===== config.mk =====
export PLATFORM = sky130hd
export DESIGN_NAME = fetch_pc_redirect
export DESIGN_NICKNAME = d
export VERILOG_FILES = /design/src/rtl/fetch_pc_redirect_pkg.sv /design/src/rtl/fetch_pc_redirect_flush_timer.sv /design/src/rtl/fetch_pc_redirect.sv
export SDC_FILE = /design/constraint.sdc
export NUM_CORES = 1
export LEC_CHECK = 0
export BUFFER_PORTS_ARGS = -buffer_cell sky130_fd_sc_hd__buf_2
export CAP_MARGIN = 30
export CORE_MARGIN = 3
export CORE_UTILIZATION = 49
export DETAILED_ROUTE_END_ITERATION = 8
export PLACE_DENSITY = 0.81
export SLEW_MARGIN = 20
export SYNTH_ARGS = -nofsm -noshare
export SYNTH_HDL_FRONTEND = slang
export SYNTH_SLANG_ARGS = --single-unit

===== constraint.sdc =====
create_clock -name clk -period 2.8 [get_ports clk]
set_clock_uncertainty 0.2 [all_clocks]
set_input_delay 0.42 -clock clk [delete_from_list [all_inputs] [get_ports clk]]
set_output_delay 0.42 -clock clk [all_outputs]
set_load 0.02 [all_outputs]

===== src/rtl/fetch_pc_redirect_pkg.sv =====
// Shared types and constants for the IF-stage PC generator.
// It provides the PC width, the instruction size, the flush-counter type and the RUN/FLUSH encoding.
package fetch_pc_redirect_pkg;

  localparam int unsigned PcW        = 32;
  localparam int unsigned InstrBytes = 4;
  localparam int unsigned FlushCntW  = 3;

  localparam logic [PcW-1:0] DefaultResetPc = 32'h0000_0000;

  typedef enum logic {
    StRun   = 1'b0,
    StFlush = 1'b1
  } fetch_state_e;

  typedef logic [FlushCntW-1:0] flush_cnt_t;

  // Fetch addresses are always word aligned; the low bits of a target are dropped.
  function automatic logic [PcW-1:0] word_align(input logic [PcW-1:0] addr);
    return {addr[PcW-1:2], 2'b00};
  endfunction

  function automatic logic is_misaligned(input logic [PcW-1:0] addr);
    return |addr[1:0];
  endfunction

endpackage


===== src/rtl/fetch_pc_redirect_flush_timer.sv =====
// Loadable flush down-counter with stall hold. It drives the registered IF/ID and ID/EX squash
// controls.
module fetch_pc_redirect_flush_timer
  import fetch_pc_redirect_pkg::*;
#(
  parameter int unsigned BrFlush = 2
) (
  input  logic       clk_i,
  input  logic       rst_ni,
  input  logic       load_i,
  input  logic       load_br_i,
  input  flush_cnt_t load_val_i,
  input  logic       stall_i,
  output logic       active_o,
  output logic       flush_ifid_o,
  output logic       flush_idex_o
);

  localparam flush_cnt_t BrCnt = flush_cnt_t'(BrFlush);

  fetch_state_e state_q, state_d;
  flush_cnt_t   cnt_q, cnt_d;
  logic         from_br_q, from_br_d;
  logic         ifid_q, ifid_d;
  logic         idex_q, idex_d;

  always_comb begin
    state_d   = state_q;
    cnt_d     = cnt_q;
    from_br_d = from_br_q;
    unique case (state_q)
      StRun: begin
        if (load_i) begin
          cnt_d     = load_val_i;
          from_br_d = load_br_i;
          if (load_val_i != '0) begin
            state_d = StFlush;
          end
        end
      end
      StFlush: begin
        if (!stall_i) begin
          cnt_d = cnt_q - flush_cnt_t'(1);
          if (cnt_q == flush_cnt_t'(1)) begin
            state_d = StRun;
          end
        end
      end
    endcase
    // ID/EX is squashed only in the first slot after a taken branch. A stall keeps that slot alive.
    ifid_d = (cnt_d != '0);
    idex_d = from_br_d && (cnt_d != '0) && (cnt_d == BrCnt);
  end

  always_ff @(posedge clk_i) begin
    if (!rst_ni) begin
      state_q   <= StRun;
      cnt_q     <= '0;
      from_br_q <= 1'b0;
      ifid_q    <= 1'b0;
      idex_q    <= 1'b0;
    end else begin
      state_q   <= state_d;
      cnt_q     <= cnt_d;
      from_br_q <= from_br_d;
      ifid_q    <= ifid_d;
      idex_q    <= idex_d;
    end
  end

  assign active_o     = (state_q == StFlush);
  assign flush_ifid_o = ifid_q;
  assign flush_idex_o = idex_q;

endmodule


===== src/rtl/fetch_pc_redirect.sv =====
// IF-stage fetch PC generator. It accepts branch and jump redirects and issues a timed squash of
// wrong-path slots.
module fetch_pc_redirect
  import fetch_pc_redirect_pkg::*;
#(
  parameter logic [31:0] RESET_PC  = DefaultResetPc,
  parameter int unsigned BR_FLUSH  = 2,
  parameter int unsigned JMP_FLUSH = 1,
  parameter int unsigned CNT_W     = 16
) (
  input  logic             clk,
  input  logic             rst_n,
  input  logic             stall,
  input  logic             br_taken,
  input  logic [31:0]      br_target,
  input  logic             jmp_valid,
  input  logic [31:0]      jmp_target,
  output logic [31:0]      pc_out,
  output logic [31:0]      pc_plus4,
  output logic             flush_ifid,
  output logic             flush_idex,
  output logic             redirect,
  output logic             misalign,
  output logic [CNT_W-1:0] redirect_cnt
);

  localparam flush_cnt_t BrCnt  = flush_cnt_t'(BR_FLUSH);
  localparam flush_cnt_t JmpCnt = flush_cnt_t'(JMP_FLUSH);

  logic [PcW-1:0]   pc_q, pc_d;
  logic             redirect_q, redirect_d;
  logic             misalign_q, misalign_d;
  logic [CNT_W-1:0] cnt_q, cnt_d;

  logic             flush_active;
  logic             take_redirect;
  logic [PcW-1:0]   target;
  flush_cnt_t       load_val;

  // Redirect sources are wrong-path while a flush is running, so they are only heard in RUN.
  assign take_redirect = !flush_active && (br_taken || jmp_valid);
  assign target        = br_taken ? br_target : jmp_target;
  assign load_val      = br_taken ? BrCnt : JmpCnt;

  always_comb begin
    pc_d       = pc_q;
    redirect_d = 1'b0;
    misalign_d = misalign_q;
    cnt_d      = cnt_q;
    if (take_redirect) begin
      pc_d       = word_align(target);
      redirect_d = 1'b1;
      if (is_misaligned(target)) begin
        misalign_d = 1'b1;
      end
      if (cnt_q != '1) begin
        cnt_d = cnt_q + CNT_W'(1);
      end
    end else if (!stall) begin
      pc_d = pc_q + PcW'(InstrBytes);
    end
  end

  always_ff @(posedge clk) begin
    if (!rst_n) begin
      pc_q       <= RESET_PC;
      redirect_q <= 1'b0;
      misalign_q <= 1'b0;
      cnt_q      <= '0;
    end else begin
      pc_q       <= pc_d;
      redirect_q <= redirect_d;
      misalign_q <= misalign_d;
      cnt_q      <= cnt_d;
    end
  end

  fetch_pc_redirect_flush_timer #(
    .BrFlush (BR_FLUSH)
  ) u_flush_timer (
    .clk_i        (clk),
    .rst_ni       (rst_n),
    .load_i       (take_redirect),
    .load_br_i    (br_taken),
    .load_val_i   (load_val),
    .stall_i      (stall),
    .active_o     (flush_active),
    .flush_ifid_o (flush_ifid),
    .flush_idex_o (flush_idex)
  );

  assign pc_out       = pc_q;
  assign pc_plus4     = pc_q + PcW'(InstrBytes);
  assign redirect     = redirect_q;
  assign misalign     = misalign_q;
  assign redirect_cnt = cnt_q;

endmodule


==> flow_summary.toml, run 1 <==
[critical_path]
cp-startpoint = "pc_out[2]"
slowest_delay_ps = 480
crit_path_end_kind = "primary output"
slowest_stage = "or3_4"
worstPathArrival_ps = 2140
required_ps = 2180
cp_num_buf_inv = 1
r2r-end = "pc_out[22]"
ff2ff_path_depth = 4
r2r_slack_ps = 500
critPathKind = "flop to primary output"
cp_cell_sequence = "ha_2 -> and2_2 -> nand4_1 -> or3_4 -> xnor2_2 -> buf_4"
worstReg2RegStart = "u_flush_timer.active_o"
start_kind = "flop"
crit_fanout = 7
crit_family = "simple AND/OR/NAND/NOR gates"

[grt]
grt_max_degree = 35
grt_overflow = 0
antenna_found_initial = 0
first_global_vias = 3862
grt_use_total_pct = 26.5
grt_pass1_wl_mm = 19.0

[clock_tree]
htreeDepth = 2
clock-sinks = 55
cts_tree = "built"
cts-buffers-inserted = 5
cts_max_path_buffers = 2
clk_root_buffer_cell = "clkbuf_8"
clock_latency_ps = 310
clk_pin_slew_ps = 100

[pwr]
vdd_drop_max_uv = 225
cellPowerDensity_mw_per_mm2 = 422
power.total_uw = 2050
leakage_uw = 0.00228

[die]
rows = 31
start_util_pct = 51.1
fp.dieArea_mm2 = 0.00877
die_width_um = 93.6
ios = 153
core_mm2 = 0.00737
fp.dieH_um = 93.6

[synthesis]
ys_types = 65
synth_cells = 473
ys_warn_count = 0
synth_edf_count = 0
synth-seq-cells = 55
synth-main-ff-cell = "dfxtp_1"
synth_seq_area_share_pct = 29.3
synth-async-reset-ratio_pct = 0
syn_area_mm2 = 0.00376
avgSynthCellArea_um2 = 7.95

[sta]
fin_crit_ps = 2760
rsz0062_at_grt = "true"
maxSlewViolCount = 0
finalHoldViolCount = 0
slew_headroom_pct = 58.2
timing.fmax_mhz = 362
worst_pin_slew_ps = 625
setup_violations = 0
final.period_utilization_pct = 98.7

[job]
maxCapViolCount = 0

[layout]
drive_gt1_share_pct = 35.6
layout_commonest_cell = "buf_2"
diodes = 0
most-common-layout-cells = "buf_2 (146), dfxtp_1 (45), a21oi_1 (34)"
syn2layout_area_growth_pct = 29.2
design_area_mm2 = 0.00486
nNetsFinal = 696

[detailed_routing]
vias = 4250
wl_per_cell_um = 17.2
routed_wl_mm = 12.4
viasPerCell = 5.88
drtIter0Drc = 243
drcViolationCount = 0
antenna_left = 0
first_pass_iters = 5

[outcome]
outcome = "finished clean"

[hold_path]
hp-class = "input port to flop"
holdPathEnd = "pc_out[2]"
min_from = "jmp_target[2]"
min_path_cells = 3

[placed_design]
placed_area_mm2 = 0.00465
io_buffers = 148
hpwlAfterDp_mm = 9.41
place_congestion = 1.00
[final cells by class]
| class | instances | area, um2 |
|---|---|---|
| Fill cell | 681 | 2510 |
| Multi-Input combinational cell | 369 | 2480 |
| Sequential cell | 55 | 1120 |
| Timing Repair Buffer | 178 | 971 |
| Tap cell | 99 | 124 |
| Clock buffer | 6 | 82.6 |
| Inverter | 14 | 52.6 |
| Clock inverter | 2 | 35.0 |
[where the power goes]
group	switching [uW]	total [uW]	internal (uW)	leakage, uW
Clock	272	562	290	0.0000612
Combinational	348	584	236	0.00177
Sequential	72.8	907	835	0.000454
Total	693	2050	1360	0.00228
[worst reg2reg max path, cell delays in order (launching register included)]
cell and delay (ps):
dfxtp_1 650, o21bai_2 390, nand2_1 550, o221ai_1 350, a21oi_1 60
[timing repair]
action,4_1_cts,5_1_grt
hold endpoints to repair,0,0
hold buffers,0,0
gates resized for setup,6,19
buffers inserted,0,1
endpoints found under the setup margin,6,9
pin swaps,0,2
[layer usage]
layer  part of all wire (%)  global-route usage (%)  up-vias  routed length, um
li1                       -                       -     2034                  -
met2                     48                    44.1      206               5910
met4                    2.3                    9.03        0                284
met1                     43                    35.6     1988               5370
met5                      0                       0        -                  0
met3                    7.0                    2.98       22                874
[how the worst max path moves through the flow]
stage | depth (start not counted) | slack (ps) | end
finish | 6 | 40 | pc_plus4[30]
global route | 6 | -60 | pc_plus4[21]
CTS | 6 | 4 | pc_plus4[26]
detailed placement | 6 | 230 | pc_plus4[19]
global placement | 6 | 300 | pc_plus4[23]
floorplan | 5 | 150 | pc_plus4[22]
[Yosys cell counts, types with 3 or more instances]
cell type,instances,area (um2)
o31ai_1,3,22.5
a22oi_1,17,128
or3_1,3,18.8
o21ai_0,27,135
nor3b_1,4,30.0
nand4_1,22,138
and3_1,11,68.8
dfxtp_1,55,1100
and4_1,4,35.0
buf_2,7,35.0
o211a_1,7,70.1
and4_2,3,30.0
a21boi_0,3,22.5
nand2b_1,6,37.5
ha_1,4,50.1
nand2_1,32,120
nand3_1,15,75.1
and2_1,13,81.3
a22o_1,7,61.3
nor4_1,10,62.6
o21a_1,5,37.5
inv_1,14,52.6
nor3_1,16,80.1
buf_4,7,52.6
nor2b_1,7,43.8
a211oi_1,4,30.0
clkbuf_1,17,63.8
buf_6,3,33.8
a21oi_1,34,170
o211ai_1,4,30.0
nor2_1,22,82.6
xor2_1,12,105
xnor2_1,30,263
[registers in the layout, indices dropped and copies added (netlist names)]
register	count
u_flush_timer.from_br_q	1
redirect_cnt	16
u_flush_timer.active_o	1
u_flush_timer.flush_idex_o	1
misalign	1
u_flush_timer.flush_ifid_o	1
u_flush_timer.cnt_q	3
pc_out	30
redirect	1
[per-stage QoR]
stage	worst slack, ps	util, %	TNS [ps]	cells	hold WS [ps]
final	35.3	66.0	0	723	183
after global routing	-57.7	66.0	-91.0	723	193
after CTS	3.82	65.0	0	722	177
after detailed placement	231	63.1	0	714	260
after global placement	300	63.1	0	714	252
after floorplan	154	-	0	476	282
[logic make-up (layout without fill, tap and decap cells)]
family / Yosys count / count (layout) / share of synthesized area [%]
buffers and inverters: 52 / 200 / 7.12
muxes: 1 / 1 / 0.266
other: 1 / 4 / 0.0997
adders and majority gates: 4 / 4 / 1.33
and+or+nand+nor: 181 / 181 / 27.6
xor gates and xnor gates: 42 / 42 / 9.78
AOI/OAI and AO/OA: 137 / 137 / 24.6
DFF: 55 / 55 / 29.3
Note: power is estimated with default switching activity, not from simulation.
==> run 2: changes to the inputs <==
Settings changed: PLACE_DENSITY 0.81 to 0.87.
==> run 2 against run 1 <==
  * First-iteration DRC count grew 74%
  * Flip-flop and latch count unchanged
  * Worst setup slack got worse by 18 ps
  * Utilization is 0.17 points lower
  * Sequential power about the same
  * Worst hold slack gained 1.6 ps
  * Critical path depth up 1
  * Sequential share of layout area rose by 0.27 points
  * Routed wire length shrank 2.7%
  * Largest cell class unchanged
  * Largest power group unchanged
  * Highest routed layer unchanged
==> flow_summary.toml, run 2 (synthesis gave the netlist of run 1 again) <==
[layout]
largest_reg_flops = 30
diodes = 0
drive_gt1_share_pct = 36.3
syn2layout_area_growth_pct = 28.9
most-common-layout-cells = "buf_2 (146), dfxtp_1 (39), a21oi_1 (34)"
fillers = 632
register_area_mm2 = 0.00113
layout_commonest_cell = "buf_2"
nNetsFinal = 692
multiInputGateArea_mm2 = 0.00248

[sta]
worst_pin_slew_ps = 659
setup_violations = 0
layout_setup_ws_ps = 17.2
fin_crit_ps = 2780
maxSlewViolCount = 0
final.period_utilization_pct = 99.4
timing.fmax_mhz = 359
slew_headroom_pct = 56.0
whs_ps = 185
finalHoldViolCount = 0
rsz0062_at_grt = "true"

[clock_tree]
clk_root_buffer_cell = "clkbuf_8"
htreeDepth = 2
cts_hold_buf = 0
clock_latency_ps = 310
cts-buffers-inserted = 5
clk_pin_slew_ps = 100
cts_max_path_buffers = 2
clock-sinks = 55
cts_tree = "built"

[critical_path]
crit_fanout = 7
worstReg2RegStart = "pc_out[12]"
critPathKind = "flop to primary output"
worstPathArrival_ps = 2160
r2r_slack_ps = 560
start_kind = "flop"
crit_path_end_kind = "primary output"
required_ps = 2180
r2r-end = "pc_out[19]"
ff2ff_path_depth = 6

[job]
maxCapViolCount = 0

[placed_design]
pre_cts_ws_ps = 249
io_buffers = 148
hpwlAfterDp_mm = 9.09
place_congestion = 0.914

[grt]
antenna_found_initial = 0
grt_max_degree = 36
first_global_vias = 3950
grt_use_total_pct = 26.2
grt_pass1_wl_mm = 18.7
grt_overflow = 0

[detailed_routing]
routed_wl_mm = 12.1
drtIter0Drc = 422
wl_per_cell_um = 16.8
first_pass_iters = 7
drcViolationCount = 0
vias = 4312
viasPerCell = 6.00
antenna_left = 0

[pwr]
power.total_uw = 2040
cellPowerDensity_mw_per_mm2 = 420
vdd_drop_max_uv = 286
leakage_uw = 0.00226

[hold_path]
min_from = "jmp_target[2]"
min_path_cells = 3
holdPathEnd = "pc_out[2]"
hp-class = "input port to flop"

[die]
core_mm2 = 0.00737
die_width_um = 93.6
start_util_pct = 51.1
fp.dieH_um = 93.6
ios = 153
rows = 31
fp.dieArea_mm2 = 0.00877

[outcome]
outcome = "finished clean"
==> run 2: power by group <==
group / internal, uW / total [uW] / switching [uW]
Clock: 267 / 548 / 281
Combinational: 236 / 583 / 347
Sequential: 835 / 908 / 72.8
Total: 1340 / 2040 / 701
==> run 2: metrics by stage <==
stage	util (%)	TNS [ps]	cells	area [um2]
final	65.8	0	719	4850
after CTS	64.6	0	717	4760
after global routing	65.8	-63.1	719	4850
after floorplan	-	0	476	3770
after detailed placement	62.7	0	708	4620
after global placement	62.7	0	708	4620
==> run 2: repair_timing <==
item                                    CTS  global route
cloned                                    0             0
endpoints found under the setup margin    8             9
pin swaps                                 1             2
buffers inserted                          1             2
gates resized for setup                   9            23
endpoints found under the hold margin     0             0
==> run 2: layer usage <==
metal / part of all wire (%) / global-route usage [%] / wire length, um
met1: 40 / 34.3 / 4880
met2: 48 / 43.6 / 5760
met3: 9.6 / 4.02 / 1170
met4: 2.5 / 9.27 / 297
met5: 0 / 0 / 0
==> run 2: worst max-delay path: stages (launching register included) <==
cell     delay [ps]
dfxtp_2         400
ha_2            220
and2_2          170
nand4_1         190
buf_4           220
nor3_4          220
xnor2_1         200
buf_2           230
==> run 2: cell type report <==
type | count | area share, %
Sequential cell | 55 | 23.3
Inverter | 14 | 1.08
Clock inverter | 3 | 0.903
Multi-Input combinational cell | 369 | 51.1
Timing Repair Buffer | 174 | 19.7
Tap cell | 99 | 2.55
Clock buffer | 5 | 1.42
==> run 2: worst max-delay path by stage <==
stage | from | end | slack, ps | cells after the start
6_report | pc_out[2] | pc_plus4[28] | 20 | 7
5_1_grt | pc_out[2] | pc_plus4[19] | -30 | 6
4_1_cts | pc_out[2] | pc_plus4[30] | 2 | 6
3_5_place_dp | pc_out[2] | pc_plus4[30] | 250 | 6
3_3_place_gp | pc_out[5] | pc_plus4[19] | 320 | 6
2_1_floorplan | pc_out[2] | pc_plus4[22] | 150 | 5
==> run 3: changes to the inputs <==
Settings changed: ABC_AREA set to 1, CELL_PAD_IN_SITES_DETAIL_PLACEMENT set to 0, CELL_PAD_IN_SITES_GLOBAL_PLACEMENT set to 1, CORE_UTILIZATION 49 to 33, HOLD_SLACK_MARGIN set to 0.08, PLACE_DENSITY 0.87 to 0.86.
==> run 3 against run 2 <==
  * Non-clock buffer count fell by 19
  * Combinational power rose by 9.8%
  * Worst setup slack improved by 240 ps
  * Fmax rose by 9.4%
  * Synthesized cell count rose by 25%
  * First-iteration DRC count fell by 37%
  * Sequential power rose by 2.3%
  * Register-to-register slack improved by 170 ps
  * Critical path depth rose by 1
  * Clock-buffer cell count did not move
  * Sequential share of layout area fell by 0.59 points
  * Largest cell class unchanged
  * Largest power group unchanged
  * Highest routed layer unchanged
==> flow_summary.toml, run 3 <==
[grt]
grt_use_total_pct = 17.7
antenna_found_initial = 0
grt_max_degree = 49
grt_pass1_wl_mm = 19.0
first_global_vias = 3990
grt_overflow = 0

[outcome]
outcome = "finished clean"

[placed_design]
placed_area_mm2 = 0.00470
hpwlAfterDp_mm = 9.04
io_buffers = 148
place_congestion = 0.801

[layout]
diodes = 0
fillers = 1223
design_area_mm2 = 0.00485
layout_commonest_cell = "nand2_1"
most-common-layout-cells = "nand2_1 (173), buf_2 (148), inv_1 (55), dfxtp_1 (55), nor2_1 (45)"
largest_reg_flops = 30
drive_gt1_share_pct = 28.5
syn2layout_area_growth_pct = 25.9
register_area_mm2 = 0.00110
multiInputGateArea_mm2 = 0.00240
nNetsFinal = 801

[sta]
worst_pin_slew_ps = 733
rsz0062_at_grt = "false"
fin_crit_ps = 2540
timing.fmax_mhz = 393
maxSlewViolCount = 0
final.period_utilization_pct = 90.9
totalNegativeSetupSlack_ps = 0
slew_headroom_pct = 51.0
setup_violations = 0
finalHoldViolCount = 0

[critical_path]
cpMostUsedCell = "nand2_1"
start_kind = "flop"
worstPathArrival_ps = 1920
cp_cell_sequence = "ha_1 -> nand2_1 -> nor2_4 -> nand2_1 -> nor2_1 -> nand3_1 -> and2_1 -> buf_2"
ff2ff_path_depth = 9
cp_num_buf_inv = 1
crit_path_end_kind = "primary output"
crit_family = "simple AND/OR/NAND/NOR gates"
crit_cells = 8
r2r_slack_ps = 730
worstReg2RegStart = "u_flush_timer.active_o"
slowest_delay_ps = 390
slowest_stage = "dfxtp_1"
crit_fanout = 4
r2r-end = "pc_out[24]"
critPathKind = "flop to primary output"
cp-startpoint = "pc_out[3]"
required_ps = 2180

[pwr]
leakage_uw = 0.00230
cellPowerDensity_mw_per_mm2 = 464
vdd_drop_max_uv = 281

[clock_tree]
post_cts_buffers = 0
post_cts_resize_count = 0
clock_latency_ps = 300
cts-buffers-inserted = 5
clk_pin_slew_ps = 80
clk_root_buffer_cell = "clkbuf_16"
cts_hold_buf = 0
clock-sinks = 55
cts_tree = "built"
htreeDepth = 2
cts_max_path_buffers = 2

[detailed_routing]
antenna_left = 0
viasPerCell = 4.83
routed_wl_mm = 11.7
drcViolationCount = 0
wl_per_cell_um = 13.5
vias = 4196
drtIter0Drc = 266
first_pass_iters = 4

[die]
core_mm2 = 0.0111
rows = 38
fp.dieH_um = 114
fp.dieArea_mm2 = 0.0130
ios = 153
die_width_um = 114
start_util_pct = 34.6

[synthesis]
synthMostInstantiatedCell = "nand2_1"
ys_warn_count = 0
avgSynthCellArea_um2 = 6.54
synth.top_cell.area_share_pct = 28.6
synth_seq_area_share_pct = 28.6
syn_area_mm2 = 0.00385
synth-async-reset-ratio_pct = 0
ys_types = 34
synth_commonest_cells = "nand2_1 (173), dfxtp_1 (55), inv_1 (55)"
synth_top_area_cell = "dfxtp_1"
netlist_top_cells_area = "dfxtp_1 (29%), nand2_1 (17%), a21oi_1 (5.5%)"
synth-seq-cells = 55
synth_cells = 589
synth_edf_count = 0
synth-main-ff-cell = "dfxtp_1"

[hold_path]
holdPathEnd = "pc_out[4]"
min_from = "jmp_target[4]"
min_path_cells = 3
hp-class = "input port to flop"

[job]
maxCapViolCount = 0
==> run 3: cell types whose count changed after synthesis, sizes merged, moves of 11 or more <==
cell	change
a21oi	+11
xnor2	-23
nor4	-11
nor2	+43
nand4	-20
o21ai	+13
inv	+44
nor3	-13
and3	-11
nand2	+154
==> run 3: how the worst max path moves through the flow <==
stage | end
final | pc_plus4[24]
after global routing | pc_plus4[24]
after CTS | pc_plus4[24]
after detailed placement | pc_plus4[24]
after global placement | pc_plus4[24]
after floorplan | pc_plus4[14]
==> run 3: through the flow <==
step	setup WS [ps]	cells	total power, uW	utilization [%]	hold slack [ps]
finish	255	869	2250	43.6	186
detailed placement	546	861	1590	42.3	265
global route	96.2	869	2390	43.6	202
floorplan	625	592	1360	-	237
global placement	596	861	1590	42.3	247
CTS	219	869	2270	43.6	179
==> run 3: power breakdown <==
part | internal (uW) | switching (uW) | leakage, uW
Combinational | 227 | 413 | 0.00177
Clock | 346 | 337 | 0.0000767
Sequential | 845 | 84.4 | 0.000453
Total | 1420 | 835 | 0.00230
==> run 3: layer usage <==
layer / wire length, um / vias up / global-route usage [%] / share of wire, %
met5: 0 / - / 0 / 0
met4: 95 / 0 / 3.48 / 0.81
met3: 658 / 10 / 2.80 / 5.6
met2: 5500 / 126 / 30.4 / 47
met1: 5460 / 1878 / 23.6 / 47
li1: - / 2182 / - / -
==> run 3: worst register-to-register path, stage by stage, from the launching register on <==
cell	delay [ps]
dfxtp_1	360
inv_2	120
nand2_2	100
nand2_4	120
nor2_4	50
inv_2	540
buf_4	280
nand2_1	70
inv_1	60
a21oi_1	60
==> run 3: cell families (layout without fill, tap and decap cells) <==
| family | count (synthesis) | count (layout) | synth area share, % |
|---|---|---|---|
| AO/OA/AOI/OAI | 125 | 125 | 19.1 |
| buffers and inverters | 84 | 221 | 9.57 |
| XOR/XNOR | 23 | 23 | 6.00 |
| adder cells (fa/ha/maj) | 4 | 4 | 1.30 |
| flip-flops | 55 | 55 | 28.6 |
| AND/OR/NAND/NOR | 297 | 297 | 35.4 |
| other | 1 | 4 | 0.0973 |
==> run 3: layout make-up <==
cell class,count,area share [%]
Sequential cell,55,22.7
Multi-Input combinational cell,453,49.5
Clock buffer,5,2.58
Tap cell,140,3.61
Inverter,58,4.48
Clock inverter,3,0.593
Timing Repair Buffer,155,16.6
